**src/rtl/div_iter.sv**
```systemverilog
// div_iter: iterative radix-2 restoring divider for DIV/DIVU.
// One quotient bit per cycle over 32 cycles, then a registered
// {remainder, quotient} result with a ready pulse.
// Optional feature: define DIV_EARLY_EXIT_EN to finish at once when
// |dividend| < |divisor|.
module div_iter (
    input  logic        clk,
    input  logic        rst,
    input  logic        signed_div_i,
    input  logic [31:0] opdata1_i,
    input  logic [31:0] opdata2_i,
    input  logic        start_i,
    input  logic        annul_i,
    output logic [63:0] result_o,
    output logic        ready_o
);

    localparam logic [1:0] S_IDLE   = 2'd0;
    localparam logic [1:0] S_BYZERO = 2'd1;
    localparam logic [1:0] S_ON     = 2'd2;
    localparam logic [1:0] S_END    = 2'd3;

    logic [1:0]  state;
    logic [5:0]  cnt;
    logic [31:0] rem_r;
    logic [31:0] quo_r;
    logic [31:0] dsr_r;
    logic [31:0] raw_op1_r;
    logic        neg_dvd_r;
    logic        neg_quo_r;

    logic        op1_neg;
    logic        op2_neg;
    logic [31:0] op1_mag;
    logic [31:0] op2_mag;
    logic        early_exit;
    logic [32:0] trial;
    logic        step_ge;
    logic [31:0] step_rem;
    logic [31:0] step_quo;
    logic [31:0] fix_rem;
    logic [31:0] fix_quo;

    // Operand signs only matter for DIV; magnitudes feed the unsigned core.
    assign op1_neg = signed_div_i & opdata1_i[31];
    assign op2_neg = signed_div_i & opdata2_i[31];
    assign op1_mag = op1_neg ? (~opdata1_i + 32'd1) : opdata1_i;
    assign op2_mag = op2_neg ? (~opdata2_i + 32'd1) : opdata2_i;

`ifdef DIV_EARLY_EXIT_EN
    assign early_exit = (opdata2_i != 32'd0) && (op1_mag < op2_mag);
`else
    assign early_exit = 1'b0;
`endif

    // One restoring step: shift the next dividend bit into the partial
    // remainder and keep the difference only if it did not go negative.
    assign trial    = {rem_r, quo_r[31]} - {1'b0, dsr_r};
    assign step_ge  = ~trial[32];
    assign step_rem = step_ge ? trial[31:0] : {rem_r[30:0], quo_r[31]};
    assign step_quo = {quo_r[30:0], step_ge};

    // Sign fix-up applied to the values produced by the final step.
    assign fix_quo = neg_quo_r ? (~step_quo + 32'd1) : step_quo;
    assign fix_rem = neg_dvd_r ? (~step_rem + 32'd1) : step_rem;

    // Divider FSM, datapath registers and registered outputs.
    always_ff @(posedge clk or posedge rst) begin
        if (rst) begin
            state     <= S_IDLE;
            cnt       <= 6'd0;
            rem_r     <= 32'd0;
            quo_r     <= 32'd0;
            dsr_r     <= 32'd0;
            raw_op1_r <= 32'd0;
            neg_dvd_r <= 1'b0;
            neg_quo_r <= 1'b0;
            result_o  <= 64'd0;
            ready_o   <= 1'b0;
        end else begin
            case (state)
                S_IDLE: begin
                    ready_o <= 1'b0;
                    if (start_i && !annul_i) begin
                        raw_op1_r <= opdata1_i;
                        dsr_r     <= op2_mag;
                        quo_r     <= op1_mag;
                        rem_r     <= 32'd0;
                        cnt       <= 6'd0;
                        neg_dvd_r <= op1_neg;
                        neg_quo_r <= op1_neg ^ op2_neg;
                        if (opdata2_i == 32'd0) begin
                            state <= S_BYZERO;
                        end else if (early_exit) begin
                            state    <= S_END;
                            ready_o  <= 1'b1;
                            result_o <= {opdata1_i, 32'd0};
                        end else begin
                            state <= S_ON;
                        end
                    end
                end
                S_BYZERO: begin
                    if (annul_i) begin
                        state <= S_IDLE;
                    end else begin
                        state    <= S_END;
                        ready_o  <= 1'b1;
                        result_o <= {raw_op1_r, 32'hFFFF_FFFF};
                    end
                end
                S_ON: begin
                    if (annul_i) begin
                        state <= S_IDLE;
                    end else begin
                        rem_r <= step_rem;
                        quo_r <= step_quo;
                        cnt   <= cnt + 6'd1;
                        if (cnt == 6'd31) begin
                            state    <= S_END;
                            ready_o  <= 1'b1;
                            result_o <= {fix_rem, fix_quo};
                        end
                    end
                end
                S_END: begin
                    if (annul_i || !start_i) begin
                        state   <= S_IDLE;
                        ready_o <= 1'b0;
                    end
                end
                default: begin
                    state   <= S_IDLE;
                    ready_o <= 1'b0;
                end
            endcase
        end
    end

endmodule

```
**config.mk**
```make
export PLATFORM = sky130hd
export DESIGN_NAME = div_iter
export DESIGN_NICKNAME = d
export VERILOG_FILES = /design/src/rtl/div_iter.sv
export SDC_FILE = /design/constraint.sdc
export NUM_CORES = 1
export LEC_CHECK = 0
export ABC_AREA = 1
export CAP_MARGIN = 15
export CORE_MARGIN = 3
export CORE_UTILIZATION = 39
export CTS_CLUSTER_SIZE = 24
export DETAILED_ROUTE_END_ITERATION = 7
export PLACE_DENSITY_LB_ADDON = 0.1
export SLEW_MARGIN = 10
export SYNTH_ARGS = -nofsm -noshare
export SYNTH_HDL_FRONTEND = slang
export SYNTH_SLANG_ARGS = --single-unit
export TNS_END_PERCENT = 20
```
**constraint.sdc**
```tcl
create_clock -name clk -period 7.15 [get_ports clk]
set_clock_uncertainty 0.05 [all_clocks]
set_input_delay 1.0725 -clock clk [delete_from_list [all_inputs] [get_ports clk]]
set_output_delay 1.0725 -clock clk [all_outputs]
set_load 0.05 [all_outputs]
```
# After elaboration in Yosys (flattened, before gate mapping)
# Index checks and enable logic that the tools add are counted.
dict set report word_totals {
  register_bits 203
  inputBits 69
  out_inout_bits 65
  wordCells 77
}
dict set report classes {
  add_sub_neg 6
  n_eq_ne 10
  muxes 30
  n_bitwise 8
  n_reduce_logical 13
}
# operator n
set op_table {}
lappend op_table {{$mux 32} 9}
lappend op_table {{$mux 64} 3}
lappend op_table {{$add 32x1->32 const B} 4}
lappend op_table {{$not 32->32} 4}
lappend op_table {{$pmux 32 s2} 2}
lappend op_table {{$pmux 64 s2} 1}
lappend op_table {{$sub 33x32->33} 1}
lappend op_table {{$logic_not 32->1} 1}
lappend op_table {{$mux 2} 6}
lappend op_table {{$mux 6} 2}
lappend op_table {{$pmux 6 s2} 1}
lappend op_table {{$ne 2x2->1 const B} 5}
lappend op_table {{$pmux 2 s4} 1}
lappend op_table {{$reduce_and 4->1} 2}
lappend op_table {{$add 6x1->6 const B} 1}
lappend op_table {{$eq 6x5->1 const B} 1}
lappend op_table {{$reduce_and 3->1} 2}
lappend op_table {{$eq 2x2->1 const B} 2}
lappend op_table {{$mux 1} 4}
lappend op_table {{$pmux 1 s4} 1}
lappend op_table {{$reduce_bool 2->1} 2}
lappend op_table {{$ne 3x3->1 const B} 1}
lappend op_table {{$and 1x1->1} 2}
lappend op_table {{$eq 2x1->1 const B} 1}
lappend op_table {{other kinds (7)} 8}

# Depth between registers and ports, before layout
dict set report logic_depth {
  word_depth 8
  mapped_depth 32
  ltp_nobuf 31
}

# Worst setup path before layout
# OpenSTA, ideal clock, no wires.
dict set report synth_timing {
  kind {register to register}
  start {reg quo_r[31]}
  end {reg result_o[30]}
  setup_time_ns 0.066
  arrival_time_ns 3.769
  required_ns 7.034
  setup_slack_ns 3.266
  stages_incl_launch_ff 31
  path_cell_list {dfrtp_1 -> inv_1 -> ha_1 -> inv_1 -> fa_1 -> nand2_1 -> nand2_1 -> nand3_2 -> nand2_4 -> nand2_4 -> nand2_4 -> nand2_4 -> nand3_2 -> nand2_4 -> buf_4 -> ha_1 -> inv_1 -> nor3_2 -> inv_1 -> nor2_1 -> nand2_1 -> nor3_2 -> nand2_1 -> nor2_1 -> nand3_1 -> nor2_1 -> nand4_1 -> o21ai_1 -> a21oi_1 -> o21ai_0 -> o21a_1}
}
dict set report synth_via {
  elab_chain_len 8
}
# element line
set synth_lines {}
lappend synth_lines {{start: declaration} 26} ;# logic [31:0] quo_r;
lappend synth_lines {{start signal: assignment} 87} ;# quo_r <= op1_mag;
lappend synth_lines {{start signal: assignment} 117} ;# quo_r <= step_quo;
lappend synth_lines {{$sub 33x32->33} 58} ;# assign trial = {rem_r, quo_r[31]} - {1'b0, dsr_r};
lappend synth_lines {{$not 1->1} 59} ;# assign step_ge = ~trial[32];
lappend synth_lines {{$not 32->32} 64} ;# assign fix_quo = neg_quo_r ? (~step_quo + 32'd1) : step_quo;
lappend synth_lines {{$add 32x1->32} 64}
lappend synth_lines {{$mux 32} 64}
lappend synth_lines {{$mux 64} 119} ;# if (cnt == 6'd31) begin
lappend synth_lines {{$mux 64} 113} ;# if (annul_i) begin
lappend synth_lines {{$pmux 64 s2} 81} ;# case (state)
lappend synth_lines {{end signal: assignment} 97} ;# result_o <= {opdata1_i, 32'd0};
lappend synth_lines {{end signal: assignment} 109} ;# result_o <= {raw_op1_r, 32'hFFFF_FFFF};
lappend synth_lines {{end signal: assignment} 122} ;# result_o <= {fix_rem, fix_quo};
lappend synth_lines {{end: declaration} 14} ;# output logic [63:0] result_o,
# No other way between the ends. The select of a mux whose other input is x is not followed.
# A chain may end at the register's enable or synchronous reset.

# Worst setup path in the final report
# Ends and elaborated chain as after synthesis.

==> run metrics <==
Reg2Reg Depth 29; die height 201 µm; Post-synth EDFFs 0; Layout Nets 2463; TritonCTS buffer count 26; Hold WS 0.423 ns; Post CTS Setup Buffer Count 0; arrival time worst endpoint 5.41 ns; reg-to-reg endpoint result_o[30]$_DFFE_PP0P_; Hold Crit Start result_o[55]$_DFFE_PP0P_; setup tns final 0 ns; maximum root-to-sink buffer count 3; clock slew at reported path FFs 0.06 ns; CTS tree built; Placed Cells 2827; post-synth net total 2358; Critical Path Most Common Cell nand2_4; # hold bufs at CTS 0; final setup fails 0; root buf cell clkbuf_16; ys flop type dfrtp_1; Worst R2R Start quo_r[31]$_DFFE_PP0P_; drt first-iter violations 1245; vias per cell 5.16; post-synthesis cell count 2246; DR vias 14800; Final period util 0.697; P&R area growth vs syn 17.4%; row count 70; pin count of the biggest net entering global routing 97; ys async rst share 1.00; RSZ-0062 raised after global routing false; routed wire length 53.6 mm; Antenna diodes 0; CP Launch Type flop; Worst Hold End result_o[55]$_DFFE_PP0P_; Cell Count, Final, Fillers Out 2870; run status finished, final reports clean; gpl congestion 0.947; drt drc 0; Worst Tran Pin Value 0.887 ns; WS Path Type flop to flop; Port Buffers 133; Max Slew Vio Count 0; WL/cell 18.7 µm; most frequent cell after synthesis nand2_1; slowest cell on the critical path nand2_4; H-tree depth 1; Crit Path Max Fanout 36; area share of the largest cell type after synthesis 0.342; # fillers 3886; Synth area leaders dfrtp_1, nand2_1, inv_1, nor2_1, nand3_1; initial core utilization 0.401; clock sinks 203; Final Hold Vio Count 0; Yosys reg bits 203; Post-synth top cells nand2_1, inv_1, dfrtp_1; antenna violations before repair 3; layout cells sized above 1 0.0638; I/O pin total 134; critical path required time 7.58 ns; max cap viols 0; headroom to the max-slew limit 0.408; first-pass GRT wire length 83.3 mm; total die area 40500 µm²; Post-CTS Resized 0; yosys warns 0; TritonRoute pass-1 iters 6; distinct cell type count after synthesis 52; CP max stage delay 0.47 ns; Avg Cell Area, Syn 6.61 µm²; Yosys top cell by area dfrtp_1; Achievable Freq 201 MHz; Post-Syn Area 14900 µm²; hold-critical path depth 2; HP Class flop to flop; core region area 37000 µm²; worst reg-to-reg setup slack 2.17 ns; Worst-Skew Late Latency 0.55 ns; final worst path period need 4.98 ns; Routed Antenna Nets 0; sequential share of the synthesized area 0.342; vias in the first global route 14100; dpl hpwl 40.9 mm; Worst Setup End Kind flop; All-Layer GR Usage 0.260; Die Wd 201 µm; total grt overflow 0
==> kinds of logic after synthesis <==
logic type,after synthesis,share of synthesized area
buffers and inverters,430,0.114
DFF,203,0.342
xor gates and xnor gates,58,0.0342
adders and majority gates,43,0.0367
AOI/OAI and AO/OA,319,0.127
and+or+nand+nor,1193,0.346
==> metal layers <==
metal / vias up / GRT usage / part of all wire
met5: - / 0 / 0
li1: 7342 / - / -
met3: 67 / 0.0400 / 0.065
met2: 434 / 0.390 / 0.43
met4: 0 / 0.0625 / 0.023
met1: 6966 / 0.391 / 0.49
==> how the worst max path moves through the flow <==
| stage | startpoint | depth (start not counted) | endpoint | slack, ns |
|---|---|---|---|---|
| after floorplan | rst | 1 | cnt[0]$_DFFE_PP0P_ | 0.49 |
| after global placement | quo_r[31]$_DFFE_PP0P_ | 29 | result_o[30]$_DFFE_PP0P_ | 2.41 |
| after detailed placement | quo_r[31]$_DFFE_PP0P_ | 29 | result_o[30]$_DFFE_PP0P_ | 2.24 |
| after CTS | quo_r[31]$_DFFE_PP0P_ | 29 | result_o[30]$_DFFE_PP0P_ | 2.23 |
| after global routing | quo_r[31]$_DFFE_PP0P_ | 29 | result_o[30]$_DFFE_PP0P_ | 1.63 |
| final | quo_r[31]$_DFFE_PP0P_ | 29 | result_o[30]$_DFFE_PP0P_ | 2.17 |
==> area by class of cell <==
class                           instances  area [µm²]  share of cell area
Clock buffer                           41         788              0.0452
Clock inverter                          2        35.0             0.00201
Inverter                              356        1340              0.0770
Multi-Input combinational cell       1613        8100               0.464
Sequential cell                       203        5080               0.291
Tap cell                              504         631              0.0361
Timing Repair Buffer                  151        1470              0.0841
==> layout by cell type, fill, tap and decap left out, types with 21 or more instances in the layout <==
master           instances
clkdlybuf4s50_1        133
inv_1                  347
o221ai_1                31
nand3_1                144
nor3_1                  25
nor2_1                 196
o22ai_1                 29
a21oi_1                 58
clkbuf_16               27
dfrtp_1                203
nor2_2                  21
ha_1                    42
o21ai_0                140
nand2_2                 32
nand2_1                702
xor2_1                  51
==> critical path, delay by kind of cell, from the launching register on <==
| family | cells | cell delay, ns |
|---|---|---|
| AO/OA/AOI/OAI | 4 | 0.46 |
| adder cells (fa/ha/maj) | 3 | 0.81 |
| buffers and inverters | 4 | 0.30 |
| flip-flops | 1 | 0.35 |
| AND/OR/NAND/NOR | 18 | 2.90 |
==> sequential cells by signal, indices dropped and copies added (netlist names) <==
| signal | flops |
|---|---|
| cnt | 6 |
| neg_dvd_r | 1 |
| state | 2 |
| raw_op1_r | 32 |
| ready_o | 1 |
| quo_r | 32 |
| dsr_r | 32 |
| rem_r | 32 |
| neg_quo_r | 1 |
| result_o | 64 |
==> stage by stage <==
| step | setup slack [ns] | area, µm² | util |
|---|---|---|---|
| final | 2.17 | 17400 | 0.471 |
| after global routing | 1.63 | 17400 | 0.471 |
| after CTS | 2.23 | 17400 | 0.471 |
| after detailed placement | 2.24 | 16600 | 0.449 |
| after global placement | 2.41 | 16600 | 0.449 |
| after floorplan | 0.488 | 14900 | - |
Power is not shown: default switching activity piles up to over one toggle a cycle in this logic, so the estimate is an artifact.
